**config.mk**
```make
export PLATFORM = sky130hd
export DESIGN_NAME = astra_dac_uart
export DESIGN_NICKNAME = d
export VERILOG_FILES = /design/src/rtl/astra_dac_uart.sv
export SDC_FILE = /design/constraint.sdc
export NUM_CORES = 1
export LEC_CHECK = 0
export BUFFER_PORTS_ARGS = -buffer_cell sky130_fd_sc_hd__buf_2
export CELL_PAD_IN_SITES_DETAIL_PLACEMENT = 0
export CELL_PAD_IN_SITES_GLOBAL_PLACEMENT = 1
export CORE_MARGIN = 2
export CORE_UTILIZATION = 53
export CTS_CLUSTER_DIAMETER = 200
export DETAILED_ROUTE_END_ITERATION = 7
export PLACE_DENSITY_LB_ADDON = 0.25
export RECOVER_POWER = 50
export SLEW_MARGIN = 15
export SYNTH_ARGS = -nofsm -noshare
export SYNTH_HDL_FRONTEND = slang
export SYNTH_SLANG_ARGS = --single-unit
```
**constraint.sdc**
```tcl
create_clock -name clk80 -period 6.9 [get_ports clk80]
set_input_delay 0.345 -clock clk80 [delete_from_list [all_inputs] [get_ports clk80]]
set_output_delay 0.345 -clock clk80 [all_outputs]
set_load 0.02 [all_outputs]
```
**src/rtl/astra_dac_uart.sv**
```systemverilog
// astra_dac_uart -- telemetry poller / DAC bridge.
//
// Every POLL_DIV cycles (if idle) sends REQ_BYTE as 8N1 over RS-485, then
// receives a FRAME_LEN-byte reply. On a clean frame, byte 0 goes to DAC1 and
// a round-robin slow-channel byte (1..FRAME_LEN-1) goes to DAC2, each followed
// by a 2-cycle write strobe. SKUT_VI toggles per good frame; SKUT_MBR flags
// the last frame as faulty (framing error, or timeout when enabled).
//
// Optional feature macro: ASTRA_FRAME_TIMEOUT_EN -- abort the reply if it is
// not complete TIMEOUT cycles after the receiver is enabled.
//
// Ports:
//   clk80, rst_n              clock, asynchronous active-low reset
//   UART0_RX                  RS-485 receive data (idle high)
//   UART0_TX                  RS-485 transmit data (idle high)
//   UART0_dTX / UART0_dRX     driver enable / receiver disable (both high in TX)
//   DAC1_CLK, DAC2_CLK        DAC write strobes
//   DAC1_DB0..7, DAC2_DB0..7  DAC data, DB0 = LSB
//   DAC_MODE                  tied 0
//   SKUT_MBR, SKUT_VI         link-fault flag, frame-valid toggle
module astra_dac_uart #(
  parameter int         BAUD_DIV  = 17,
  parameter int         POLL_DIV  = 80640,
  parameter logic [7:0] REQ_BYTE  = 8'hA5,
  parameter int         FRAME_LEN = 14,
  parameter int         TIMEOUT   = 4096
) (
  input  logic clk80,
  input  logic rst_n,
  input  logic UART0_RX,
  output logic UART0_TX,
  output logic UART0_dTX,
  output logic UART0_dRX,
  output logic DAC1_CLK,
  output logic DAC2_CLK,
  output logic DAC1_DB0, output logic DAC1_DB1, output logic DAC1_DB2, output logic DAC1_DB3,
  output logic DAC1_DB4, output logic DAC1_DB5, output logic DAC1_DB6, output logic DAC1_DB7,
  output logic DAC2_DB0, output logic DAC2_DB1, output logic DAC2_DB2, output logic DAC2_DB3,
  output logic DAC2_DB4, output logic DAC2_DB5, output logic DAC2_DB6, output logic DAC2_DB7,
  output logic DAC_MODE,
  output logic SKUT_MBR,
  output logic SKUT_VI
);

  localparam int BW = $clog2(BAUD_DIV);
  localparam int PW = $clog2(POLL_DIV);
  localparam int IW = $clog2(FRAME_LEN + 1);
  localparam int SW = $clog2(FRAME_LEN - 1);
  localparam logic [BW-1:0] BAUD_LAST = BW'(BAUD_DIV - 1);
  localparam logic [BW-1:0] BAUD_HALF = BW'(BAUD_DIV / 2);
  localparam logic [PW-1:0] POLL_LAST = PW'(POLL_DIV - 1);
  localparam logic [IW-1:0] IDX_LAST  = IW'(FRAME_LEN - 1);
  localparam logic [SW-1:0] SLOT_LAST = SW'(FRAME_LEN - 2);
  // Line image of the request: start bit, data LSB first, stop bit.
  localparam logic [9:0]    TX_FRAME  = {1'b1, REQ_BYTE, 1'b0};
`ifdef ASTRA_FRAME_TIMEOUT_EN
  localparam int TW = $clog2(TIMEOUT);
  localparam logic [TW-1:0] TO_LAST = TW'(TIMEOUT - 1);
`endif

  typedef enum logic [1:0] {S_IDLE, S_TX, S_RX} state_e;

  state_e          state_q, state_d;
  logic [PW-1:0]   poll_q, poll_d;
  logic [BW-1:0]   tx_cnt_q, tx_cnt_d;
  logic [3:0]      tx_bit_q, tx_bit_d;
  logic            tx_q, tx_d, dtx_q, dtx_d;
  logic [2:0]      rx_sync_q, rx_sync_d;
  logic            rx_busy_q, rx_busy_d;
  logic [BW-1:0]   rx_cnt_q, rx_cnt_d;
  logic [3:0]      rx_bit_q, rx_bit_d;
  logic [7:0]      rx_sh_q, rx_sh_d;
  logic [IW-1:0]   rx_idx_q, rx_idx_d;
  logic            done_q, done_d, stb1_q, stb1_d, stb2_q, stb2_d, dac_clk_q, dac_clk_d;
  logic [7:0]      dac1_q, dac1_d, dac2_q, dac2_d;
  logic [SW-1:0]   slot_q, slot_d;
  logic            mbr_q, mbr_d, vi_q, vi_d;
  logic            buf_we;
  logic [7:0]      buf_q [FRAME_LEN];
`ifdef ASTRA_FRAME_TIMEOUT_EN
  logic [TW-1:0]   to_cnt_q, to_cnt_d;
`endif

  // rx_sync_q[1] is the synchronised line, rx_sync_q[2] its previous value.
  logic rx_in, rx_fall;
  assign rx_in   = rx_sync_q[1];
  assign rx_fall = rx_sync_q[2] & ~rx_sync_q[1];

  always_comb begin
    // NOTE: every signal gets a default before any branch so no latch is inferred.
    state_d   = state_q;
    poll_d    = (poll_q == POLL_LAST) ? '0 : poll_q + PW'(1);
    tx_cnt_d  = tx_cnt_q;
    tx_bit_d  = tx_bit_q;
    tx_d      = tx_q;
    dtx_d     = dtx_q;
    rx_sync_d = {rx_sync_q[1:0], UART0_RX};
    rx_busy_d = rx_busy_q;
    rx_cnt_d  = rx_cnt_q;
    rx_bit_d  = rx_bit_q;
    rx_sh_d   = rx_sh_q;
    rx_idx_d  = rx_idx_q;
    buf_we    = 1'b0;
    done_d    = 1'b0;
    // Data lands the cycle after done_q; strobe follows one cycle later for 2 cycles.
    stb1_d    = done_q;
    stb2_d    = stb1_q;
    dac_clk_d = stb1_q | stb2_q;
    dac1_d    = dac1_q;
    dac2_d    = dac2_q;
    slot_d    = slot_q;
    mbr_d     = mbr_q;
    vi_d      = vi_q;
`ifdef ASTRA_FRAME_TIMEOUT_EN
    to_cnt_d  = to_cnt_q + TW'(1);
`endif

    unique case (state_q)
      S_IDLE: begin
        // A wrap while busy is simply lost: the poll is skipped.
        if (poll_q == POLL_LAST) begin
          state_d  = S_TX;
          tx_cnt_d = '0;
          tx_bit_d = '0;
          tx_d     = TX_FRAME[0];
          dtx_d    = 1'b1;
        end
      end
      S_TX: begin
        if (tx_cnt_q == BAUD_LAST) begin
          tx_cnt_d = '0;
          if (tx_bit_q == 4'd9) begin
            state_d   = S_RX;
            dtx_d     = 1'b0;
            tx_d      = 1'b1;
            rx_busy_d = 1'b0;
            rx_idx_d  = '0;
`ifdef ASTRA_FRAME_TIMEOUT_EN
            to_cnt_d  = '0;
`endif
          end else begin
            tx_bit_d = tx_bit_q + 4'd1;
            tx_d     = TX_FRAME[tx_bit_q + 4'd1];
          end
        end else begin
          tx_cnt_d = tx_cnt_q + BW'(1);
        end
      end
      S_RX: begin
        if (!rx_busy_q) begin
          if (rx_fall) begin
            rx_busy_d = 1'b1;
            rx_cnt_d  = '0;
            rx_bit_d  = '0;
          end
        end else begin
          if (rx_cnt_q == BAUD_LAST) begin
            rx_cnt_d = '0;
            rx_bit_d = rx_bit_q + 4'd1;
          end else begin
            rx_cnt_d = rx_cnt_q + BW'(1);
          end
          if (rx_cnt_q == BAUD_HALF) begin
            if (rx_bit_q == 4'd0) begin
              // Line back high mid start bit: a glitch, re-arm for a real edge.
              if (rx_in) rx_busy_d = 1'b0;
            end else if (rx_bit_q != 4'd9) begin
              rx_sh_d = {rx_in, rx_sh_q[7:1]};
            end else begin
              // Stop bit; release the receiver at mid-stop so back-to-back bytes work.
              rx_busy_d = 1'b0;
              if (rx_in) begin
                buf_we = 1'b1;
                if (rx_idx_q == IDX_LAST) begin
                  done_d  = 1'b1;
                  state_d = S_IDLE;
                end else begin
                  rx_idx_d = rx_idx_q + IW'(1);
                end
              end else begin
                mbr_d   = 1'b1;
                state_d = S_IDLE;
              end
            end
          end
        end
`ifdef ASTRA_FRAME_TIMEOUT_EN
        if (to_cnt_q == TO_LAST && !done_d) begin
          mbr_d   = 1'b1;
          state_d = S_IDLE;
        end
`endif
      end
      default: state_d = S_IDLE;
    endcase

    if (done_q) begin
      dac1_d = buf_q[0];
      dac2_d = buf_q[IW'(slot_q) + IW'(1)];
      slot_d = (slot_q == SLOT_LAST) ? '0 : slot_q + SW'(1);
      vi_d   = ~vi_q;
      mbr_d  = 1'b0;
    end
  end

  always_ff @(posedge clk80 or negedge rst_n) begin
    if (!rst_n) begin
      state_q   <= S_IDLE;
      poll_q    <= '0;
      tx_cnt_q  <= '0;
      tx_bit_q  <= '0;
      tx_q      <= 1'b1;
      dtx_q     <= 1'b0;
      rx_sync_q <= 3'b111;
      rx_busy_q <= 1'b0;
      rx_cnt_q  <= '0;
      rx_bit_q  <= '0;
      rx_sh_q   <= '0;
      rx_idx_q  <= '0;
      done_q    <= 1'b0;
      stb1_q    <= 1'b0;
      stb2_q    <= 1'b0;
      dac_clk_q <= 1'b0;
      dac1_q    <= '0;
      dac2_q    <= '0;
      slot_q    <= '0;
      mbr_q     <= 1'b0;
      vi_q      <= 1'b0;
`ifdef ASTRA_FRAME_TIMEOUT_EN
      to_cnt_q  <= '0;
`endif
    end else begin
      // NOTE: non-blocking assignments so every flop samples pre-edge values.
      state_q   <= state_d;
      poll_q    <= poll_d;
      tx_cnt_q  <= tx_cnt_d;
      tx_bit_q  <= tx_bit_d;
      tx_q      <= tx_d;
      dtx_q     <= dtx_d;
      rx_sync_q <= rx_sync_d;
      rx_busy_q <= rx_busy_d;
      rx_cnt_q  <= rx_cnt_d;
      rx_bit_q  <= rx_bit_d;
      rx_sh_q   <= rx_sh_d;
      rx_idx_q  <= rx_idx_d;
      done_q    <= done_d;
      stb1_q    <= stb1_d;
      stb2_q    <= stb2_d;
      dac_clk_q <= dac_clk_d;
      dac1_q    <= dac1_d;
      dac2_q    <= dac2_d;
      slot_q    <= slot_d;
      mbr_q     <= mbr_d;
      vi_q      <= vi_d;
`ifdef ASTRA_FRAME_TIMEOUT_EN
      to_cnt_q  <= to_cnt_d;
`endif
    end
  end

  // NOTE: the frame buffer has no reset; every entry read at frame completion
  // was written during that same frame, so stale contents are never visible.
  always_ff @(posedge clk80) begin
    if (buf_we) buf_q[rx_idx_q] <= rx_sh_q;
  end

  assign UART0_TX  = tx_q;
  assign UART0_dTX = dtx_q;
  assign UART0_dRX = dtx_q;
  assign DAC1_CLK  = dac_clk_q;
  assign DAC2_CLK  = dac_clk_q;
  assign {DAC1_DB7, DAC1_DB6, DAC1_DB5, DAC1_DB4, DAC1_DB3, DAC1_DB2, DAC1_DB1, DAC1_DB0} = dac1_q;
  assign {DAC2_DB7, DAC2_DB6, DAC2_DB5, DAC2_DB4, DAC2_DB3, DAC2_DB2, DAC2_DB1, DAC2_DB0} = dac2_q;
  assign DAC_MODE  = 1'b0;
  assign SKUT_MBR  = mbr_q;
  assign SKUT_VI   = vi_q;

endmodule

```
### Yosys cells after proc, flatten, opt, wreduce, memory -nomap -nowiden

Memory sizes are Yosys's and may differ from the RTL's. A register that Yosys moved wholly into a read port is not among the register bits.
Index checks and enable logic that the tools add are counted.

| operators by class | value |
|---|---|
| add/sub/neg operators | 7 |
| order comparisons | 1 |
| equality and inequality tests | 25 |
| reduce and logical (&&, ||, !) cells | 21 |
| muxes and demuxes | 72 |
| bitwise gates (word level) | 5 |
| div/mod/pow operators | 0 |
| shift-type cells | 0 |
| $mul | 0 |

Operators by type and width:

| kind | number |
|---|---|
| 4-bit 2-to-1 mux | 15 |
| 1-bit 2-to-1 mux | 35 |
| 5-bit 2-to-1 mux | 5 |
| 2-bit inequality test (second input constant) | 12 |
| 2-bit 2-to-1 mux | 9 |
| 17-bit by 1-bit adder with 17-bit output (second input constant) | 1 |
| 17-bit equality test (second input constant) | 1 |
| 17-bit 2-to-1 mux | 1 |
| 4-bit by 1-bit adder with 4-bit output (second input constant) | 4 |
| 4-bit case mux with 2 select lines | 2 |
| 4-bit equality test (second input constant) | 3 |
| 2-bit nonzero test | 6 |
| 5-bit by 1-bit adder with 5-bit output (second input constant) | 2 |
| 5-bit equality test (second input constant) | 2 |
| 5-bit case mux with 2 select lines | 1 |
| 3-bit AND reduction | 3 |
| 9-bit AND reduction | 1 |
| 4-bit AND reduction | 2 |
| 8-bit AND reduction | 1 |
| 1-bit case mux with 2 select lines | 3 |
| 2-bit case mux with 3 select lines | 1 |
| 6-bit AND reduction | 1 |
| 5-bit by 4-bit equality test with 1-bit output (second input constant) | 1 |
| 4-bit by 5-bit < comparator with 1-bit output (second input constant) | 1 |
| 13 further kinds | 18 |

| storage, ports and cells | value |
|---|---|
| bits in writable memories | 112 |
| input bits | 3 |
| flip-flop bits (word level) | 65 |
| latch bits | 0 |
| output and inout port bits | 24 |
| memories | 2 |
| bits in read-only memories | 16 |

Memory list:

| memory | depth | width | rd ports | clocked after Yosys merged registers in | wr ports | RTL line | RTL |
|---|---|---|---|---|---|---|---|
| buf_q | 14 | 8 | 2 | 2 | 1 | 79 | `logic [7:0] buf_q [FRAME_LEN];` |
| (name not given) | 16 | 1 | 1 | 0 | 0 | 143 | `tx_d = TX_FRAME[tx_bit_q + 4'd1];` |

### Longest topological paths before layout

| logic depth | value |
|---|---|
| depth in word-level cells | 8 |
| gate-level depth with buffers | 9 |

### Worst setup path before layout

OpenSTA, ideal clock, no wires.

| timing | value |
|---|---|
| path type | register to register |
| start | register slot_q[0] |
| end | register dac2_q[4] (read register of buf_q) |
| cell stages (with the launch flop) | 10 |
| period minus slack after synthesis | 2.232 ns |
| required time | 6.760 ns |
| setup slack | 4.668 ns |
| setup time | 0.140 ns |
| arrival time | 2.092 ns |
| path through | dfrtp_1 buf_4 buf_2 inv_1 ha_1 clkbuf_1 buf_2 mux4_2 mux2i_1 o211ai_1 |

| on the way | value |
|---|---|
| longest elaborated chain between the ends | 1 |

Ends and longest elaborated chain:

| what | RTL line | RTL |
|---|---|---|
| start: declaration | 76 | `logic [SW-1:0] slot_q, slot_d;` |
| start signal: assignment | 252 | `slot_q <= slot_d;` |
| 4-bit by 1-bit adder with 4-bit output | 199 | `dac2_d = buf_q[IW'(slot_q) + IW'(1)];` |
| end: declaration | 75 | `logic [7:0] dac1_q, dac1_d, dac2_q, dac2_d;` |

No other way between the ends.
A chain may end at the register's enable or synchronous reset.

==> impl_metrics.py <==
metrics = {
    "sta": {
        "finalSetupViolCount": 0,
        "fmax_mhz": 235,
        "finalHoldViolations": 0,
        "skew_ns": 0.0104,
        "tns_ns": 0,
        "worst_pin_slew_ns": 2.54,
        "period_minus_slack_ns": 4.26,
        "finalCritPeriodShare_pct": 61.8,
        "rsz0062_at_grt": "false",
        "final.setup.worst_slack_ns": 2.64,
        "max_slew_margin_pct": -69.6,
        "finalMaxSlewViolations": 84,
    },
    "logic_synthesis": {
        "ys_seq_area_share_pct": 63.2,
        "async_reset_ff_share_pct": 42.0,
        "syn_nets": 618,
        "synth_cell_types": 72,
        "ys_seq_elements": 193,
        "synth_area_um2": 8540,
        "synth.top_cells.by_area": "edfxtp_1, dfrtp_1, mux4_2",
        "yosysTopAreaCell": "edfxtp_1",
        "avgSynthCellArea_um2": 14.3,
        "synth_flop_cell": "edfxtp_1",
        "synth_top_area_share_pct": 39.4,
        "synth_edf_count": 112,
        "yosys_warnings": 0,
        "syn_inst": 599,
    },
    "setup_path": {
        "crit_fanout": 46,
        "crit_type": "input port to asynchronous set/reset pin",
        "crit_path_end_kind": "asynchronous set/reset pin",
        "critPathArrivalTime_ns": 4.27,
        "critPathRequiredTime_ns": 6.91,
        "critPathLaunchType": "input port",
    },
    "cells_and_area": {
        "area_delta_synth_final_pct": 9.67,
        "n_fill_cell": 1246,
        "final_area_um2": 9370,
        "diodes": 0,
        "final_nets": 638,
        "layout-drive-gt1-share_pct": 15.5,
    },
    "route": {
        "drtAntennaViolNets": 0,
        "via_per_inst": 5.81,
        "first_pass_iters": 5,
        "drc": 0,
        "routed_wl_um": 16700,
        "wire_per_inst_um": 19.7,
        "initialDrtViolationCount": 493,
        "vias": 4926,
    },
    "placement": {
        "pre_cts_ws_ns": 3.57,
        "portBuffers": 25,
        "hpwl_um": 10900,
        "placed_area_um2": 8790,
        "place.gp.congestion": 0.807,
    },
    "grt": {
        "grt_start_max_net_pins": 47,
        "first_global_vias": 4980,
        "busiest_layer": "met2",
        "antenna_found_initial": 0,
        "overflow": 0,
        "use_met1_pct": 29.2,
        "grtUsageTotal_pct": 21.7,
        "use_met2_pct": 34.8,
        "grt_use_met3_pct": 6.03,
        "grt_pass1_wl_um": 27100,
    },
    "run_status": {
        "failed_checks": "capacitance limit, slew limit",
        "status": "finished with violations",
    },
    "clock_network": {
        "cts_resized": 0,
        "cts_sinks": 193,
        "clockBufferDepth": 2,
        "cts_root_buf": "clkbuf_16",
        "numCtsBuffers": 17,
        "clock_latency_ns": 0.44,
        "cts_tree": "built",
        "cts_htree_levels": 4,
        "clk_pin_slew_worst_paths_ns": 0.06,
    },
    "power": {
        "ir_drop_mv": 0.189,
        "power_leakage_nw": 3.21,
        "power.density_nw_per_um2": 238,
    },
    "die": {
        "fp.dieW_um": 131,
        "fp.coreArea_um2": 15800,
        "start_util_pct": 54.0,
        "dieHeight_um": 131,
        "ios": 27,
        "row_count": 46,
        "die_area_um2": 17100,
    },
    "min_path": {
        "min_path_type": "flip-flop to flip-flop",
    },
    "flow_run": {
        "cap_viol_max_count": 2,
    },
}
==> repair_timing <==
action,in CTS,in global routing
buffers inserted,0,0
hold buffers,2,0
hold endpoints to repair,36,0
==> state kept, by name, indices dropped and copies added, names as in the netlist <==
name,cells
DAC1_CLK,1
SKUT_MBR,1
SKUT_VI,1
UART0_TX,1
UART0_dRX,1
buf_q,112
dac1_q,8
dac2_q,8
done_q,1
poll_q,17
rx_bit_q,4
rx_busy_q,1
rx_cnt_q,5
rx_idx_q,4
rx_sh_q,8
rx_sync_q,3
slot_q,4
state_q,2
stb1_q,1
stb2_q,1
tx_bit_q,4
tx_cnt_q,5
==> final timing paths <==
| kind | startpoint | slack (ns) | depth (start not counted) | endpoint |
|---|---|---|---|---|
| worst min register to register | rx_sync_q[0] | 0.36 | 0 | rx_sync_q[1] |
| worst max register to register | slot_q[0] | 3.91 | 5 | dac2_q[1] |
| max in group clk80 | slot_q[0] | 3.91 | 5 | dac2_q[1] |
| worst max-delay path | rst_n | 2.64 | 3 | rx_sh_q[2] |
| worst min-delay path | rx_sync_q[0] | 0.36 | 0 | rx_sync_q[1] |
| min in group asynchronous | rst_n | 1.03 | 2 | stb2_q |
==> synth_stat cells, types with 9 or more instances <==
cell type  count
o211ai_1      10
buf_2          9
ha_1          16
o31ai_1        9
a21oi_1       16
o21ai_0       16
edfxtp_1     112
mux2_2        18
mux4_2        24
inv_1         23
xor2_1        12
nand2_1       29
dfrtp_1       77
nand3_1       24
nor2_1        49
clkbuf_1      10
mux2i_1       19
==> layout make-up <==
type	count	area (um^2)	share of cell area (%)
Sequential cell	193	5400	57.6
Tap cell	216	270	2.89
Inverter	24	90.1	0.962
Clock buffer	23	520	5.56
Clock inverter	9	88.8	0.949
Timing Repair Buffer	29	123	1.31
Multi-Input combinational cell	354	2870	30.7
==> power breakdown <==
part	leakage, nW	internal (W)	switching (W)
Combinational	1.03	0.00000141	0.0000107
Clock	0.302	0.000574	0.000434
Sequential	1.87	0.00121	0.000000786
Total	3.21	0.00179	0.000445
==> cells in the final DEF (no fill, tap or decap), types with 3 or more instances in the layout <==
| cell | n |
|---|---|
| edfxtp_1 | 112 |
| dfrtp_1 | 76 |
| nor2_1 | 49 |
| nand2_1 | 29 |
| clkbuf_1 | 27 |
| nand3_1 | 26 |
| mux4_2 | 24 |
| inv_1 | 23 |
| mux2i_1 | 19 |
| clkbuf_16 | 19 |
| mux2_2 | 18 |
| a21oi_1 | 16 |
| o21ai_0 | 16 |
| ha_1 | 16 |
| xor2_1 | 12 |
| o211ai_1 | 10 |
| o31ai_1 | 9 |
| a221oi_1 | 8 |
| and3_1 | 7 |
| nor2b_1 | 7 |
| nand4_1 | 6 |
| nand2b_1 | 6 |
| o311ai_0 | 6 |
| nor3_1 | 5 |
| or4_1 | 5 |
| and2_1 | 4 |
| xnor2_1 | 4 |
| inv_6 | 4 |
| dfstp_2 | 3 |
| or2_2 | 3 |
| clkbuf_8 | 3 |
==> worst max-delay path, stage by stage <==
cell	delay, ns
dlygate4sd3_1	0.52
clkbuf_1	1.46
clkbuf_1	1.89
==> metal layers <==
metal / share of wire (%) / wire length (um)
met4: 1.5 / 244
met5: 0 / 0
met2: 50 / 8420
met3: 4.8 / 806
met1: 43 / 7200
==> stage by stage <==
stage | hold slack (ns) | instances | total power (W) | util (%)
4_1_cts | 0.357 | 848 | 0.00225 | 59.5
5_1_grt | 0.370 | 848 | 0.00230 | 59.2
3_3_place_gp | 0.339 | 814 | 0.00125 | 55.5
6_report | 0.361 | 848 | 0.00223 | 59.2
2_1_floorplan | 0.0494 | 599 | 0.00124 | -
3_5_place_dp | 0.345 | 814 | 0.00125 | 55.5
==> cell families after synthesis <==
family	share of synthesized area [%]
other cells	0.0439
flops	63.2
buf+inv	2.94
fa+ha+maj	2.34
mux	10.9
xor+xnor	1.83
compound gates	7.46
simple gates	11.3
Note: power is estimated with default switching activity, not from simulation.
